--- src/rtl/spi_pkg.sv ---
// Shared definitions for the SPI mode-0 responder.
//  SPI_BITS      : frame byte width
//  state_t       : FSM encoding (ST_IDLE, ST_ACTIVE)
//  FILL_BYTE_DEF : default byte shifted out on TX underrun
package spi_pkg;
  localparam int SPI_BITS = 8;

  typedef enum logic {
    ST_IDLE   = 1'b0,
    ST_ACTIVE = 1'b1
  } state_t;

  localparam logic [SPI_BITS-1:0] FILL_BYTE_DEF = 8'hFF;
endpackage

--- src/rtl/spi_sync.sv ---
// Pin synchroniser with edge detect.
//  clk, reset : system clock, synchronous active-high reset
//  pin_i      : asynchronous input pin
//  rise_o     : 1 for one cycle when the synchronised level goes 0->1
//  fall_o     : 1 for one cycle when the synchronised level goes 1->0
// STAGES flops bring the pin into the clk domain; one more flop holds the
// previous synchronised level for edge detection. All flops reset to RST_VAL
// (the idle level of the pin) so reset itself produces no edge.
module spi_sync
  import spi_pkg::*;
#(
  parameter int   STAGES  = 2,
  parameter logic RST_VAL = 1'b0
) (
  input  logic clk,
  input  logic reset,
  input  logic pin_i,
  output logic rise_o,
  output logic fall_o
);
  logic [STAGES-1:0] sync_q, sync_d;
  logic              prev_q, prev_d;

  always_comb begin
    sync_d = {sync_q[STAGES-2:0], pin_i};
    prev_d = sync_q[STAGES-1];
  end

  always_ff @(posedge clk) begin
    if (reset) begin
      sync_q <= {STAGES{RST_VAL}};
      prev_q <= RST_VAL;
    end else begin
      sync_q <= sync_d;
      prev_q <= prev_d;
    end
  end

  assign rise_o = sync_q[STAGES-1] & ~prev_q;
  assign fall_o = ~sync_q[STAGES-1] & prev_q;
endmodule

--- src/rtl/spi_slave.sv ---
// SPI mode-0 responder (CPOL=0, CPHA=0, MSB first) in the system clock domain.
//  clk, reset  : system clock, synchronous active-high reset
//  spi_clk/spi_ss_n/spi_di : pins from the external master (asynchronous)
//  spi_do, spi_do_en       : MISO data and output enable
//  rx_strobe/rx_data/rx_first : received byte, strobe, first-of-frame flag
//  tx_strobe/tx_din        : write the one-byte TX holding register
//  tx_pending, tx_underrun : holding reg full / shifter loaded FILL_BYTE
//  active, frame_end       : frame in progress / end-of-frame pulse
module spi_slave
  import spi_pkg::*;
#(
  parameter int                   SYNC_STAGES = 2,
  parameter logic [SPI_BITS-1:0]  FILL_BYTE   = FILL_BYTE_DEF
) (
  input  logic                clk,
  input  logic                reset,
  input  logic                spi_clk,
  input  logic                spi_ss_n,
  input  logic                spi_di,
  output logic                spi_do,
  output logic                spi_do_en,
  output logic                rx_strobe,
  output logic [SPI_BITS-1:0] rx_data,
  output logic                rx_first,
  input  logic                tx_strobe,
  input  logic [SPI_BITS-1:0] tx_din,
  output logic                tx_pending,
  output logic                tx_underrun,
  output logic                active,
  output logic                frame_end
);
  logic sck_rise, sck_fall, ss_rise, ss_fall;

  spi_sync #(.STAGES(SYNC_STAGES), .RST_VAL(1'b0)) u_sck_sync (
    .clk(clk), .reset(reset), .pin_i(spi_clk), .rise_o(sck_rise), .fall_o(sck_fall)
  );
  spi_sync #(.STAGES(SYNC_STAGES), .RST_VAL(1'b1)) u_ss_sync (
    .clk(clk), .reset(reset), .pin_i(spi_ss_n), .rise_o(ss_rise), .fall_o(ss_fall)
  );

  state_t              state_q, state_d;
  logic [2:0]          bit_cnt_q, bit_cnt_d;
  logic                first_q, first_d;
  logic                reload_q, reload_d;
  logic [SPI_BITS-2:0] rx_shift_q, rx_shift_d;
  logic [SPI_BITS-1:0] rx_data_q, rx_data_d;
  logic                rx_strobe_q, rx_strobe_d;
  logic                rx_first_q, rx_first_d;
  logic [SPI_BITS-1:0] tx_hold_q, tx_hold_d;
  logic                tx_pending_q, tx_pending_d;
  logic                tx_underrun_q, tx_underrun_d;
  logic [SPI_BITS-1:0] shift_q, shift_d;
  logic                frame_end_q, frame_end_d;
  logic [SYNC_STAGES-1:0] di_q, di_d;
  // settle_q fills with ones after reset; once the top bit is set every
  // ss_n sync flop holds a real pin sample, so a falling edge is genuine
  // and not an artefact of the idle-level preset. This forces a frame that
  // was cut by reset to be re-opened by a fresh ss_n high->low.
  logic [SYNC_STAGES:0]   settle_q, settle_d;
  logic                   load;
  logic                   di_s;

  assign di_s = di_q[SYNC_STAGES-1];

  always_comb begin
    state_d       = state_q;
    bit_cnt_d     = bit_cnt_q;
    first_d       = first_q;
    reload_d      = reload_q;
    rx_shift_d    = rx_shift_q;
    rx_data_d     = rx_data_q;
    rx_strobe_d   = 1'b0;
    rx_first_d    = 1'b0;
    tx_hold_d     = tx_hold_q;
    tx_pending_d  = tx_pending_q;
    tx_underrun_d = 1'b0;
    shift_d       = shift_q;
    frame_end_d   = 1'b0;
    di_d          = {di_q[SYNC_STAGES-2:0], spi_di};
    settle_d      = {settle_q[SYNC_STAGES-1:0], 1'b1};
    load          = 1'b0;

    case (state_q)
      ST_IDLE: begin
        if (ss_fall && settle_q[SYNC_STAGES]) begin
          state_d   = ST_ACTIVE;
          bit_cnt_d = 3'd0;
          first_d   = 1'b1;
          reload_d  = 1'b0;
          load      = 1'b1;
        end
      end
      ST_ACTIVE: begin
        // ss_n release takes priority over any SCK edge in the same cycle
        if (ss_rise) begin
          state_d     = ST_IDLE;
          frame_end_d = 1'b1;
          bit_cnt_d   = 3'd0;
          reload_d    = 1'b0;
        end else if (sck_rise) begin
          rx_shift_d = {rx_shift_q[SPI_BITS-3:0], di_s};
          bit_cnt_d  = bit_cnt_q + 3'd1;
          if (bit_cnt_q == 3'd7) begin
            rx_data_d   = {rx_shift_q, di_s};
            rx_strobe_d = 1'b1;
            rx_first_d  = first_q;
            first_d     = 1'b0;
            reload_d    = 1'b1;
          end
        end else if (sck_fall) begin
          if (reload_q) begin
            load     = 1'b1;
            reload_d = 1'b0;
          end else begin
            shift_d = {shift_q[SPI_BITS-2:0], 1'b0};
          end
        end
      end
      default: state_d = ST_IDLE;
    endcase

    if (load) begin
      if (tx_pending_q) begin
        shift_d      = tx_hold_q;
        tx_pending_d = 1'b0;
      end else begin
        shift_d       = FILL_BYTE;
        tx_underrun_d = 1'b1;
      end
    end

    // A write in the load cycle lands after the load: the shifter got the
    // old holding value and the new byte stays pending.
    if (tx_strobe) begin
      tx_hold_d    = tx_din;
      tx_pending_d = 1'b1;
    end
  end

  always_ff @(posedge clk) begin
    if (reset) begin
      state_q       <= ST_IDLE;
      bit_cnt_q     <= 3'd0;
      first_q       <= 1'b0;
      reload_q      <= 1'b0;
      rx_shift_q    <= '0;
      rx_data_q     <= '0;
      rx_strobe_q   <= 1'b0;
      rx_first_q    <= 1'b0;
      tx_hold_q     <= '0;
      tx_pending_q  <= 1'b0;
      tx_underrun_q <= 1'b0;
      shift_q       <= '1;
      frame_end_q   <= 1'b0;
      di_q          <= '0;
      settle_q      <= '0;
    end else begin
      state_q       <= state_d;
      bit_cnt_q     <= bit_cnt_d;
      first_q       <= first_d;
      reload_q      <= reload_d;
      rx_shift_q    <= rx_shift_d;
      rx_data_q     <= rx_data_d;
      rx_strobe_q   <= rx_strobe_d;
      rx_first_q    <= rx_first_d;
      tx_hold_q     <= tx_hold_d;
      tx_pending_q  <= tx_pending_d;
      tx_underrun_q <= tx_underrun_d;
      shift_q       <= shift_d;
      frame_end_q   <= frame_end_d;
      di_q          <= di_d;
      settle_q      <= settle_d;
    end
  end

  assign active      = (state_q == ST_ACTIVE);
  assign spi_do_en   = active;
  assign spi_do      = active ? shift_q[SPI_BITS-1] : 1'b1;
  assign rx_strobe   = rx_strobe_q;
  assign rx_data     = rx_data_q;
  assign rx_first    = rx_first_q;
  assign tx_pending  = tx_pending_q;
  assign tx_underrun = tx_underrun_q;
  assign frame_end   = frame_end_q;
endmodule

--- config.mk ---
export PLATFORM = sky130hd
export DESIGN_NAME = spi_slave
export DESIGN_NICKNAME = d
export VERILOG_FILES = /design/src/rtl/spi_pkg.sv /design/src/rtl/spi_sync.sv /design/src/rtl/spi_slave.sv
export SDC_FILE = /design/constraint.sdc
export NUM_CORES = 1
export LEC_CHECK = 0
export CAP_MARGIN = 10
export CORE_UTILIZATION = 50
export CTS_BUF_LIST = sky130_fd_sc_hd__clkbuf_2
export CTS_CLUSTER_SIZE = 30
export DETAILED_ROUTE_END_ITERATION = 10
export DONT_BUFFER_PORTS = 1
export PLACE_DENSITY = 0.63
export SYNTH_ARGS = -nofsm -noshare
export SYNTH_HDL_FRONTEND = slang
export SYNTH_SLANG_ARGS = --single-unit
--- constraint.sdc ---
create_clock -name clk -period 2.1 [get_ports clk]
set_input_delay 0.42 -clock clk [delete_from_list [all_inputs] [get_ports clk]]
set_output_delay 0.42 -clock clk [all_outputs]
set_load 0.02 [all_outputs]
==> impl_metrics.prom, run 1 <==
# TYPE chip_impl_metric gauge
chip_impl_metric{name="mappedNetlistNets",unit=""} 210
chip_impl_info{name="tritoncts",value="done"} 1
chip_impl_metric{name="layout_cells_sized_above_1",unit="%"} 9.33
chip_impl_metric{name="num_antenna_cells",unit=""} 0
chip_impl_info{name="synth_area_leader_cell",value="sky130_fd_sc_hd__dfxtp_1"} 1
chip_impl_metric{name="yosys-mux-area-fraction",unit="%"} 4.20
chip_impl_metric{name="synth-seq-cells",unit=""} 53
chip_impl_metric{name="post_drt_wl_per_cell",unit="um"} 14.1
chip_impl_metric{name="number_of_different_library_cells_in_the_post_synthesis_netlist",unit=""} 30
chip_impl_metric{name="cts-hold-fix-buffers",unit=""} 0
chip_impl_info{name="status",value="finished clean"} 1
chip_impl_metric{name="clockBufferDepth",unit=""} 2
chip_impl_info{name="synth.most_common_cell",value="sky130_fd_sc_hd__dfxtp_1"} 1
chip_impl_info{name="dominant_cells_by_area_after_synthesis",value="sky130_fd_sc_hd__dfxtp_1 56%, sky130_fd_sc_hd__a21oi_1 5.0%, sky130_fd_sc_hd__nand2_1 4.7%, sky130_fd_sc_hd__mux2i_1 4.2%, sky130_fd_sc_hd__a221o_1 3.7%"} 1
chip_impl_metric{name="top_level_ports",unit=""} 30
chip_impl_metric{name="final_net_count",unit=""} 208
chip_impl_metric{name="power.share.clock",unit="%"} 25.5
chip_impl_metric{name="wl",unit="um"} 3410
chip_impl_metric{name="fp.dieW",unit="um"} 63.8
chip_impl_metric{name="synth.yosys.seq_area_share",unit="%"} 55.6
chip_impl_metric{name="drv_slew",unit=""} 0
chip_impl_metric{name="synth.cell_area",unit="sq mm"} 0.00191
chip_impl_metric{name="die_area",unit="sq mm"} 0.00407
chip_impl_metric{name="finalSetupTns",unit="ps"} 0
chip_impl_metric{name="first_pass_grt_wire_length",unit="um"} 5570
chip_impl_metric{name="gp_congestion",unit=""} 0.846
chip_impl_metric{name="grt_usage",unit="%"} 18.0
chip_impl_metric{name="tightest_slew",unit="ps"} 712
chip_impl_metric{name="initial_core_util",unit="%"} 52.1
chip_impl_metric{name="synth-xor-area-share",unit="%"} 0
chip_impl_metric{name="multi_input_gate_area_in_the_final_layout",unit="sq um"} 785
chip_impl_metric{name="fraction_of_the_mapped_netlist_area_in_compound_gates",unit="%"} 15.7
chip_impl_info{name="clock_tree.root_cell",value="sky130_fd_sc_hd__clkbuf_2"} 1
chip_impl_info{name="synth_top_family_by_area",value="simple AND/OR/NAND/NOR gates"} 1
chip_impl_metric{name="timing.final.crit_period",unit="ps"} 1710
chip_impl_metric{name="register_area",unit="sq mm"} 0.00106
chip_impl_metric{name="post_synth_fa_ha_maj_area_fraction",unit="%"} 1.31
chip_impl_metric{name="numPortBuffers",unit=""} 0
chip_impl_metric{name="timing.clock.skew",unit="ps"} 6.27
chip_impl_metric{name="routed-via-count",unit=""} 1325
chip_impl_metric{name="cts.sinks",unit=""} 53
chip_impl_metric{name="pwr_density_cell",unit="mW/mm^2"} 750
chip_impl_metric{name="die_height",unit="um"} 63.8
chip_impl_metric{name="fmax",unit="MHz"} 584
chip_impl_metric{name="max-vdd-ir-drop",unit="V"} 0.000430
chip_impl_info{name="crit_slowest_cell",value="sky130_fd_sc_hd__and3_1"} 1
chip_impl_info{name="timing.critical_path.cells",value="nand2b_1 -> and3_1 -> a21oi_1 -> nor4b_1"} 1
chip_impl_metric{name="place_inst",unit=""} 232
chip_impl_metric{name="drv.max_cap_violation_count",unit=""} 0
chip_impl_metric{name="clock_latency",unit="ps"} 420
chip_impl_metric{name="antenna_left",unit=""} 0
chip_impl_metric{name="fin_crit_sh",unit="%"} 81.5
chip_impl_metric{name="power_switching",unit="uW"} 335
chip_impl_metric{name="area.growth.synth_to_final",unit="%"} 4.33
chip_impl_metric{name="cellLeakagePower",unit="uW"} 0.000745
chip_impl_metric{name="rows",unit=""} 22
chip_impl_metric{name="final.fill_count",unit=""} 323
chip_impl_metric{name="cts-htree-levels",unit=""} 2
chip_impl_info{name="hold_path_class",value="in -> reg"} 1
chip_impl_metric{name="drt_first_iter_violations",unit=""} 53
chip_impl_metric{name="drt_drc_violations_left",unit=""} 0
chip_impl_metric{name="cts_resized",unit=""} 0
chip_impl_metric{name="largest_net_degree_at_the_start_of_global_routing",unit=""} 44
chip_impl_metric{name="cts_buffers",unit=""} 5
chip_impl_metric{name="timing.slew.headroom",unit="%"} 52.3
chip_impl_metric{name="synth_top_area_share",unit="%"} 55.6
chip_impl_metric{name="critPathRequiredTime",unit="ps"} 2450
chip_impl_metric{name="p_int",unit="uW"} 1160
chip_impl_metric{name="synthCells",unit=""} 194
chip_impl_metric{name="pwr-share-comb",unit="%"} 4.3
chip_impl_metric{name="critical_path.max_fanout",unit=""} 18
chip_impl_metric{name="post-cts-setup-buffers",unit=""} 0
chip_impl_metric{name="number_of_antenna_violations_at_the_first_check_in_global_routing",unit=""} 0
chip_impl_metric{name="core_area",unit="sq mm"} 0.00366
chip_impl_metric{name="seq_power_share",unit="%"} 70.2
chip_impl_info{name="synth.top_cells.by_count",value="53 x sky130_fd_sc_hd__dfxtp_1, 24 x sky130_fd_sc_hd__nand2_1, 19 x sky130_fd_sc_hd__a21oi_1, 13 x sky130_fd_sc_hd__nor2_1, 11 x sky130_fd_sc_hd__nor2b_1"} 1
chip_impl_metric{name="via_per_inst",unit=""} 5.50
chip_impl_metric{name="vias_in_the_first_global_route",unit=""} 1301
chip_impl_metric{name="worst_stage_delay_on_the_critical_path",unit="ps"} 580
chip_impl_metric{name="postSynth.asyncResetShare",unit="%"} 0
chip_impl_metric{name="drt_first_pass_iters",unit=""} 4
chip_impl_info{name="yosys_most_used_dff",value="sky130_fd_sc_hd__dfxtp_1"} 1
chip_impl_metric{name="syn_area_cell",unit="sq um"} 9.84
chip_impl_info{name="critical_path_class",value="reg -> reg"} 1
chip_impl_metric{name="dpl.hpwl",unit="um"} 2250
chip_impl_metric{name="ys_warn_count",unit=""} 0
chip_impl_metric{name="clkSlewWorstSetupHoldPaths",unit="ps"} 230
chip_impl_metric{name="layoutNonFillerInstCount",unit=""} 241
chip_impl_metric{name="critical_path_arrival",unit="ps"} 2060
chip_impl_info{name="critPathLaunchType",value="register"} 1
chip_impl_metric{name="globalRouteOverflowTotal",unit=""} 0
chip_impl_metric{name="timing.final.hold_violations",unit=""} 0
chip_impl_metric{name="swShare",unit="%"} 22.5
chip_impl_metric{name="post_synth_and_or_nand_nor_area_fraction",unit="%"} 19.9
chip_impl_info{name="timing.critical_path.to_type",value="register"} 1
chip_impl_info{name="grt_setup_unrepaired",value="false"} 1
chip_impl_metric{name="synth_enable_flop_cells",unit=""} 0
chip_impl_metric{name="timing.final.setup_violations",unit=""} 0
## layer usage
metal / vias to the layer above / share of wire, % / global-route usage, %
met5: - / 0 / 0
met4: 0 / 2.1 / 8.81
met3: 8 / 4.5 / 6.07
met2: 31 / 50 / 32.3
met1: 620 / 43 / 18.6
li1: 666 / - / -
## critical path, delay by kind of cell (launching register included)
family          cells  cell delay [ps]
compound gates      1              140
flops               1              420
simple gates        3             1090
## power by group through the flow
stage                     registers [uW]  logic [uW]  clock network [uW]
after global placement              1070        49.8                   0
after CTS                           1050        51.8                 397
final                               1050        64.2                 381
after global routing                1050        71.0                 434
after floorplan                     1060        59.5                   0
after detailed placement            1070        51.6                   0
## stage by stage
stage	instance area, sq um	power [uW]	utilization [%]	hold slack (ps)	setup slack (ps)
floorplan	1910	1120	-	389	510
global placement	1930	1120	52.7	396	514
detailed placement	1930	1120	52.7	410	424
CTS	1970	1500	53.8	0.487	411
global route	1990	1560	54.4	0.360	291
finish	1990	1490	54.4	36.3	388
## path summary, 6_finish.rpt
path,start,end,slack (ps),cells past startpoint
worst max-delay path,u_ss_sync.prev_q$_SDFF_PP1_,reload_q$_SDFFE_PP0P_,390,4
worst min-delay path,reset,settle_q[2]$_SDFF_PP0_,40,1
worst max register to register,u_ss_sync.prev_q$_SDFF_PP1_,reload_q$_SDFFE_PP0P_,390,4
worst min register to register,u_ss_sync.sync_q[0]$_SDFF_PP1_,u_ss_sync.sync_q[1]$_SDFF_PP1_,450,1
## area by class of cell
class / instances / share of cell area, %
flip-flops and latches: 53 / 53.3
multi-input cells: 127 / 39.4
well taps: 48 / 3.02
clock buffers: 7 / 1.76
repair buffers: 3 / 1.76
clock inverters: 1 / 0.377
inverters: 2 / 0.377
## cell usage in the layout, fill, tap and decap left out
master	instances
sky130_fd_sc_hd__nand4_1	1
sky130_fd_sc_hd__o2bb2ai_1	1
sky130_fd_sc_hd__a21oi_1	19
sky130_fd_sc_hd__nand2_1	24
sky130_fd_sc_hd__clkinvlp_4	1
sky130_fd_sc_hd__dfxtp_1	53
sky130_fd_sc_hd__clkbuf_2	7
sky130_fd_sc_hd__a32oi_1	2
sky130_fd_sc_hd__and3_1	3
sky130_fd_sc_hd__buf_12	1
sky130_fd_sc_hd__and2_1	1
sky130_fd_sc_hd__nor2b_1	11
sky130_fd_sc_hd__nor3b_2	1
sky130_fd_sc_hd__nand3b_1	1
sky130_fd_sc_hd__a311o_4	1
sky130_fd_sc_hd__o21ai_0	3
sky130_fd_sc_hd__nand3_1	9
sky130_fd_sc_hd__a31oi_1	2
sky130_fd_sc_hd__buf_4	2
sky130_fd_sc_hd__nor4b_1	1
sky130_fd_sc_hd__inv_1	2
sky130_fd_sc_hd__and4bb_4	1
sky130_fd_sc_hd__ha_1	2
sky130_fd_sc_hd__and3b_1	1
sky130_fd_sc_hd__mux2i_1	8
sky130_fd_sc_hd__nor2_1	13
sky130_fd_sc_hd__nand2b_1	2
sky130_fd_sc_hd__nor3_1	1
sky130_fd_sc_hd__or2_2	4
sky130_fd_sc_hd__a221o_1	7
sky130_fd_sc_hd__o21a_1	8
## flip-flops by register name (all words and copies together) (netlist names)
name,count
settle_q,3
active,1
rx_data,8
frame_end,1
rx_strobe,1
bit_cnt_q,3
reload_q,1
di_q,2
rx_shift_q,7
tx_pending,1
rx_first,1
tx_underrun,1
first_q,1
u_sck_sync.sync_q,2
tx_hold_q,8
shift_q,8
u_ss_sync.prev_q,1
u_ss_sync.sync_q,2
u_sck_sync.prev_q,1
## cells by family after synthesis
family / Yosys count
simple gates: 74
flops: 53
compound gates: 43
buf+inv: 14
mux: 8
fa+ha+maj: 2
Power figures use the tool's default switching activity.
==> run 2: changes to the inputs <==
==> constraint.sdc (replaced) <==
create_clock -name clk -period 1.7 [get_ports clk]
set_input_delay 0.34 -clock clk [delete_from_list [all_inputs] [get_ports clk]]
set_output_delay 0.34 -clock clk [all_outputs]
set_load 0.02 [all_outputs]
==> run 2 against run 1 <==
Against the previous run: power is 36% higher; sequential share of layout area decreased by 2.3 points; highest routed layer unchanged; critical path type is now reg -> out; largest power group unchanged; wire length is 2.2% higher.
==> impl_metrics.prom, run 2 (synthesis results as in run 1) <==
# TYPE chip_impl_metric gauge
chip_impl_metric{name="die_height",unit="um"} 63.8
chip_impl_info{name="timing.critical_path.to_type",value="primary output"} 1
chip_impl_metric{name="numPortBuffers",unit=""} 0
chip_impl_metric{name="cellLeakagePower",unit="uW"} 0.000782
chip_impl_metric{name="tightest_slew",unit="ps"} 446
chip_impl_metric{name="fin_crit_sh",unit="%"} 94.6
chip_impl_metric{name="multi_input_gate_area_in_the_final_layout",unit="sq um"} 791
chip_impl_metric{name="gp_congestion",unit=""} 0.760
chip_impl_metric{name="rows",unit=""} 22
chip_impl_info{name="critPathLaunchType",value="register"} 1
chip_impl_metric{name="cp_num_buf_inv",unit=""} 1
chip_impl_metric{name="drt_first_pass_iters",unit=""} 5
chip_impl_metric{name="via_per_inst",unit=""} 5.45
chip_impl_metric{name="antenna_left",unit=""} 0
chip_impl_metric{name="power.share.clock",unit="%"} 31.6
chip_impl_info{name="critical_path_class",value="reg -> out"} 1
chip_impl_metric{name="critPathRequiredTime",unit="ps"} 1360
chip_impl_metric{name="core_area",unit="sq mm"} 0.00366
chip_impl_metric{name="fp.dieW",unit="um"} 63.8
chip_impl_metric{name="critical_path.max_fanout",unit=""} 14
chip_impl_info{name="grt_setup_unrepaired",value="false"} 1
chip_impl_metric{name="grt_usage",unit="%"} 18.6
chip_impl_metric{name="seq_power_share",unit="%"} 63.9
chip_impl_metric{name="timing.slew.headroom",unit="%"} 70.1
chip_impl_metric{name="cts.sinks",unit=""} 53
chip_impl_info{name="clock_tree.root_cell",value="sky130_fd_sc_hd__clkbuf_2"} 1
chip_impl_metric{name="num_antenna_cells",unit=""} 0
chip_impl_info{name="crit_slowest_cell",value="sky130_fd_sc_hd__dfxtp_1"} 1
chip_impl_metric{name="top_level_ports",unit=""} 30
chip_impl_info{name="tritoncts",value="done"} 1
chip_impl_metric{name="layoutNonFillerInstCount",unit=""} 247
chip_impl_metric{name="worst_stage_delay_on_the_critical_path",unit="ps"} 390
chip_impl_metric{name="timing.final.hold_violations",unit=""} 0
chip_impl_metric{name="clkSlewWorstSetupHoldPaths",unit="ps"} 220
chip_impl_metric{name="finalSetupTns",unit="ps"} 0
chip_impl_metric{name="first_pass_grt_wire_length",unit="um"} 5790
chip_impl_metric{name="place_inst",unit=""} 234
chip_impl_info{name="layout.cells.most_common",value="sky130_fd_sc_hd__dfxtp_1"} 1
chip_impl_metric{name="final.fill_count",unit=""} 325
chip_impl_metric{name="die_area",unit="sq mm"} 0.00407
chip_impl_metric{name="drt_first_iter_violations",unit=""} 62
chip_impl_metric{name="timing.final.setup_violations",unit=""} 0
chip_impl_info{name="crit_family",value="flip-flops"} 1
chip_impl_metric{name="drt_drc_violations_left",unit=""} 0
chip_impl_metric{name="largest_net_degree_at_the_start_of_global_routing",unit=""} 42
chip_impl_metric{name="critical_path_arrival",unit="ps"} 1270
chip_impl_metric{name="clock_latency",unit="ps"} 450
chip_impl_metric{name="globalRouteOverflowTotal",unit=""} 0
chip_impl_info{name="status",value="finished clean"} 1
chip_impl_metric{name="dpl.hpwl",unit="um"} 2350
chip_impl_info{name="hold_path_class",value="in -> reg"} 1
chip_impl_metric{name="swShare",unit="%"} 22.4
chip_impl_metric{name="p_int",unit="uW"} 1570
chip_impl_metric{name="register_area",unit="sq mm"} 0.00106
chip_impl_metric{name="pwr-share-comb",unit="%"} 4.5
chip_impl_metric{name="fmax",unit="MHz"} 622
chip_impl_metric{name="drv.max_cap_violation_count",unit=""} 0
chip_impl_metric{name="final_net_count",unit=""} 214
chip_impl_metric{name="area.growth.synth_to_final",unit="%"} 9.05
chip_impl_metric{name="initial_core_util",unit="%"} 52.1
chip_impl_metric{name="post-layout-total-power",unit="uW"} 2030
chip_impl_metric{name="drv_slew",unit=""} 0
chip_impl_info{name="timing.critical_path.cells",value="buf_4 -> nand2b_1"} 1
chip_impl_metric{name="clockBufferDepth",unit=""} 2
chip_impl_metric{name="cts_buffers",unit=""} 5
chip_impl_info{name="layout.cells.most_common_list",value="53 x sky130_fd_sc_hd__dfxtp_1, 24 x sky130_fd_sc_hd__nand2_1, 19 x sky130_fd_sc_hd__a21oi_1, 13 x sky130_fd_sc_hd__nor2_1, 11 x sky130_fd_sc_hd__nor2b_1"} 1
chip_impl_metric{name="number_of_antenna_violations_at_the_first_check_in_global_routing",unit=""} 0
chip_impl_metric{name="timing.clock.skew",unit="ps"} 34.0
chip_impl_metric{name="pwr_density_cell",unit="mW/mm^2"} 974
chip_impl_metric{name="routed-via-count",unit=""} 1347
chip_impl_metric{name="post_drt_wl_per_cell",unit="um"} 14.1
chip_impl_metric{name="layout_cells_sized_above_1",unit="%"} 10.6
chip_impl_metric{name="vias_in_the_first_global_route",unit=""} 1298
chip_impl_metric{name="cts-htree-levels",unit=""} 2
chip_impl_metric{name="timing.final.crit_period",unit="ps"} 1610
chip_impl_metric{name="power_switching",unit="uW"} 453
chip_impl_metric{name="max-vdd-ir-drop",unit="V"} 0.000582
chip_impl_metric{name="wl",unit="um"} 3480
==> run 2: cell types whose count changed in the layout (fill, tap and decap cells not counted) <==
| cell | previous run | this run |
|---|---|---|
| sky130_fd_sc_hd__a31oi_1 | 2 | 1 |
| sky130_fd_sc_hd__a31oi_2 | 0 | 1 |
| sky130_fd_sc_hd__buf_4 | 2 | 4 |
| sky130_fd_sc_hd__bufinv_16 | 0 | 1 |
| sky130_fd_sc_hd__clkbuf_2 | 7 | 5 |
| sky130_fd_sc_hd__clkinv_4 | 0 | 1 |
| sky130_fd_sc_hd__dlygate4sd3_1 | 0 | 4 |
==> run 2: through the flow <==
stage | util, % | worst slack (ps) | hold slack, ps | area [sq um]
3_5_place_dp | 53.1 | 150 | 398 | 1940
2_1_floorplan | - | 110 | 389 | 1910
4_1_cts | 56.1 | 72.7 | 3.93 | 2050
6_report | 56.8 | 92.4 | 34.4 | 2080
3_3_place_gp | 53.1 | 215 | 397 | 1940
5_1_grt | 56.8 | 18.4 | 12.2 | 2080
==> run 2: layout make-up <==
type | count | share of cell area [%]
Clock buffer | 5 | 1.20
Clock inverter | 3 | 2.22
Inverter | 2 | 0.361
Multi-Input combinational cell | 127 | 38.0
Sequential cell | 53 | 51.0
Tap cell | 48 | 2.89
Timing Repair Buffer | 9 | 4.33
==> run 2: power by group through the flow <==
| stage | combinational, uW | sequential (uW) | clock, uW |
|---|---|---|---|
| floorplan | 73.5 | 1310 | 0 |
| global placement | 62.0 | 1320 | 0 |
| detailed placement | 65.0 | 1320 | 0 |
| CTS | 87.8 | 1300 | 659 |
| global route | 100 | 1300 | 702 |
| finish | 90.3 | 1300 | 642 |
==> run 2: layer usage <==
metal | vias up | GRT usage (%) | wire length [um]
met5 | - | 0 | 0
met4 | 0 | 8.52 | 61
met3 | 7 | 4.82 | 138
met2 | 33 | 34.0 | 1770
met1 | 626 | 19.6 | 1510
li1 | 681 | - | -
==> run 2: what timing repair did <==
| action | in CTS | in global routing |
|---|---|---|
| hold buffers | 3 | 2 |
| endpoints found under the hold margin | 42 | 2 |
| endpoints found under the setup margin | 0 | 1 |
| gates resized for setup | 0 | 1 |
| setup buffers | 0 | 0 |
==> run 2: worst paths after layout <==
kind         slack, ps                              to                           start  cells after the start
min reg2reg        440  u_ss_sync.sync_q[1]$_SDFF_PP1_  u_ss_sync.sync_q[0]$_SDFF_PP1_                      1
max                 90                          spi_do               active$_SDFF_PP0_                      2
max reg2reg        130         shift_q[7]$_SDFFE_PP1P_     u_ss_sync.prev_q$_SDFF_PP1_                      4
min                 30             settle_q[0]$_DFF_P_                           reset                      1
==> run 3: changes to the inputs <==
==> constraint.sdc (replaced) <==
create_clock -name clk -period 1.7 [get_ports clk]
set_input_delay 0.34 -clock clk [delete_from_list [all_inputs] [get_ports clk]]
set_output_delay 0.34 -clock clk [all_outputs]
set_load 0.05 [all_outputs]
==> run 3 against run 2 <==
Against the previous run: clock power decreased by 24%; first-iteration DRC count decreased by 39%; wire length increased by 1.8%.
==> impl_metrics.prom, run 3 (synthesis results as in run 1) <==
# TYPE chip_impl_metric gauge
chip_impl_metric{name="die_height",unit="um"} 63.8
chip_impl_info{name="critical_path.reg2reg.endpoint",value="rx_first$_SDFF_PP0_"} 1
chip_impl_metric{name="vias_in_the_first_global_route",unit=""} 1381
chip_impl_info{name="layout.cells.most_common_list",value="52 x sky130_fd_sc_hd__dfxtp_1, 24 x sky130_fd_sc_hd__nand2_1, 19 x sky130_fd_sc_hd__a21oi_1, 13 x sky130_fd_sc_hd__nor2_1, 11 x sky130_fd_sc_hd__nor2b_1"} 1
chip_impl_metric{name="met3WireLength",unit="um"} 137
chip_impl_metric{name="pwr_density_cell",unit="mW/mm^2"} 906
chip_impl_info{name="timing.critical_path.to_type",value="primary output"} 1
chip_impl_metric{name="critical_path_arrival",unit="ps"} 1240
chip_impl_metric{name="area.growth.synth_to_final",unit="%"} 9.11
chip_impl_metric{name="swShare",unit="%"} 24.4
chip_impl_metric{name="routed-via-count",unit=""} 1368
chip_impl_info{name="critical_path_class",value="reg -> out"} 1
chip_impl_metric{name="power.share.clock",unit="%"} 25.8
chip_impl_info{name="layout.cells.most_common",value="sky130_fd_sc_hd__dfxtp_1"} 1
chip_impl_metric{name="initial_core_util",unit="%"} 52.1
chip_impl_info{name="timing.critical_path.cells",value="buf_4 -> nand2b_1 -> buf_4"} 1
chip_impl_metric{name="gp_congestion",unit=""} 0.752
chip_impl_info{name="highest_layer",value="met4"} 1
chip_impl_metric{name="number_of_antenna_violations_at_the_first_check_in_global_routing",unit=""} 0
chip_impl_metric{name="p_int",unit="uW"} 1430
chip_impl_info{name="worstSetupEndpoint",value="spi_do"} 1
chip_impl_metric{name="clock_latency",unit="ps"} 440
chip_impl_metric{name="ff2ff_setup_slack",unit="ps"} 120
chip_impl_metric{name="critPathRequiredTime",unit="ps"} 1360
chip_impl_metric{name="final.fill_count",unit=""} 325
chip_impl_info{name="status",value="finished clean"} 1
chip_impl_metric{name="drt_drc_violations_left",unit=""} 0
chip_impl_metric{name="route.layer.met1.wl",unit="um"} 1530
chip_impl_metric{name="timing.clock.skew",unit="ps"} 18.6
chip_impl_info{name="crit_path_start",value="active$_SDFF_PP0_"} 1
chip_impl_metric{name="critical_path.max_fanout",unit=""} 12
chip_impl_info{name="clock_tree.root_cell",value="sky130_fd_sc_hd__clkbuf_2"} 1
chip_impl_metric{name="layout_cells_sized_above_1",unit="%"} 11.4
chip_impl_metric{name="cts_buffers",unit=""} 5
chip_impl_info{name="crit_slowest_cell",value="sky130_fd_sc_hd__dfxtp_2"} 1
chip_impl_metric{name="fp.dieW",unit="um"} 63.8
chip_impl_metric{name="wl_met2",unit="um"} 1820
chip_impl_info{name="tritoncts",value="done"} 1
chip_impl_info{name="reg2reg_launch_point",value="u_ss_sync.prev_q$_SDFF_PP1_"} 1
chip_impl_metric{name="timing.slew.headroom",unit="%"} 65.6
chip_impl_metric{name="drv_slew",unit=""} 0
chip_impl_metric{name="drv.max_cap_violation_count",unit=""} 0
chip_impl_metric{name="pwr-share-comb",unit="%"} 5.7
chip_impl_info{name="worstHoldStart",value="tx_din[7]"} 1
chip_impl_metric{name="final_net_count",unit=""} 217
chip_impl_metric{name="globalRouteOverflowTotal",unit=""} 0
chip_impl_info{name="hold_path_class",value="in -> reg"} 1
chip_impl_metric{name="timing.final.hold_violations",unit=""} 0
chip_impl_metric{name="numPortBuffers",unit=""} 0
chip_impl_metric{name="fin_hold_ws",unit="ps"} 37.1
chip_impl_metric{name="max-vdd-ir-drop",unit="V"} 0.000593
chip_impl_metric{name="cts-htree-levels",unit=""} 2
chip_impl_metric{name="fin_crit_sh",unit="%"} 92.7
chip_impl_metric{name="worst_stage_delay_on_the_critical_path",unit="ps"} 380
chip_impl_metric{name="first_pass_grt_wire_length",unit="um"} 5930
chip_impl_metric{name="layout.core_utilization",unit="%"} 56.9
chip_impl_metric{name="multi_input_gate_area_in_the_final_layout",unit="sq um"} 791
chip_impl_metric{name="num_antenna_cells",unit=""} 0
chip_impl_metric{name="seq_power_share",unit="%"} 68.5
chip_impl_metric{name="top_level_ports",unit=""} 30
chip_impl_metric{name="cts.sinks",unit=""} 53
chip_impl_metric{name="cellLeakagePower",unit="uW"} 0.000789
chip_impl_metric{name="dpl.hpwl",unit="um"} 2360
chip_impl_metric{name="die_area",unit="sq mm"} 0.00407
chip_impl_metric{name="drt_first_iter_violations",unit=""} 38
chip_impl_info{name="critical-path-top-cell-by-count",value="sky130_fd_sc_hd__buf_4"} 1
chip_impl_metric{name="power_switching",unit="uW"} 460
chip_impl_metric{name="rr_worst_depth",unit=""} 4
chip_impl_metric{name="largest_net_degree_at_the_start_of_global_routing",unit=""} 42
chip_impl_info{name="critPathLaunchType",value="register"} 1
chip_impl_metric{name="rows",unit=""} 22
chip_impl_info{name="grt_setup_unrepaired",value="true"} 1
chip_impl_metric{name="via_per_inst",unit=""} 5.47
chip_impl_metric{name="timing.final.setup_violations",unit=""} 0
chip_impl_metric{name="clockBufferDepth",unit=""} 2
chip_impl_metric{name="fmax",unit="MHz"} 634
chip_impl_metric{name="core_area",unit="sq mm"} 0.00366
chip_impl_metric{name="timing.final.crit_period",unit="ps"} 1580
chip_impl_metric{name="drt_first_pass_iters",unit=""} 4
chip_impl_metric{name="post_drt_wl_per_cell",unit="um"} 14.2
chip_impl_metric{name="antenna_left",unit=""} 0
chip_impl_metric{name="tightest_slew",unit="ps"} 515
chip_impl_metric{name="clkSlewWorstSetupHoldPaths",unit="ps"} 240
chip_impl_metric{name="register_area",unit="sq mm"} 0.00106
chip_impl_metric{name="grt_usage",unit="%"} 19.4
chip_impl_metric{name="wl",unit="um"} 3550
chip_impl_metric{name="post-cts-setup-buffers",unit=""} 0
==> run 3: how the worst min path moves through the flow <==
| stage | endpoint | slack [ps] | cells past startpoint |
|---|---|---|---|
| final | tx_hold_q[7]$_SDFFE_PP0P_ | 40 | 2 |
| after global routing | tx_hold_q[7]$_SDFFE_PP0P_ | 5 | 2 |
| after CTS | settle_q[0]$_DFF_P_ | 5 | 1 |
| after detailed placement | u_ss_sync.sync_q[1]$_SDFF_PP1_ | 390 | 1 |
| after global placement | u_ss_sync.sync_q[1]$_SDFF_PP1_ | 400 | 1 |
| after floorplan | u_ss_sync.sync_q[1]$_SDFF_PP1_ | 390 | 1 |
==> run 3: metrics by stage <==
step | setup slack (ps) | instances | setup TNS [ps] | total power, uW | instance area, sq um
after detailed placement | 160 | 236 | 0 | 1390 | 1960
after global routing | -1.90 | 250 | -1.90 | 1960 | 2080
final | 124 | 250 | 0 | 1890 | 2080
after CTS | 42.8 | 249 | 0 | 1910 | 2060
after floorplan | 78.6 | 194 | 0 | 1390 | 1910
after global placement | 217 | 236 | 0 | 1390 | 1960
==> run 3: repair_timing <==
item                                    4_1_cts  5_1_grt
endpoints found under the setup margin        0        7
hold buffers                                  5        1
resized for setup                             0        2
hold endpoints to repair                     42        1
==> run 3: power by group through the flow <==
stage          combinational [uW]  clock [uW]  sequential (uW)
4_1_cts                       105         512             1290
5_1_grt                       118         546             1300
3_3_place_gp                 75.9           0             1310
3_5_place_dp                 79.0           0             1310
6_report                      107         487             1290
2_1_floorplan                74.2           0             1320
==> run 3: layout make-up <==
class                      instances  share of cell area (%)
multi-input combinational        127                    38.0
clock buffer                       5                    1.20
sequential                        53                    51.0
inverter                           2                   0.361
timing repair buffer              12                    5.71
clock inverter                     3                   0.841
tap                               48                    2.88
==> run 3: layer usage <==
layer  GRT usage, %  up-vias
li1               -      684
met1           19.1      645
met2           36.6       31
met3           4.82        8
met4           10.2        0
met5              0        -
==> run 3: critical path: cells and delay by family (launching register included) <==
family        cells  cell delay [ps]
flops             1              380
buf+inv           2              360
simple gates      1               70
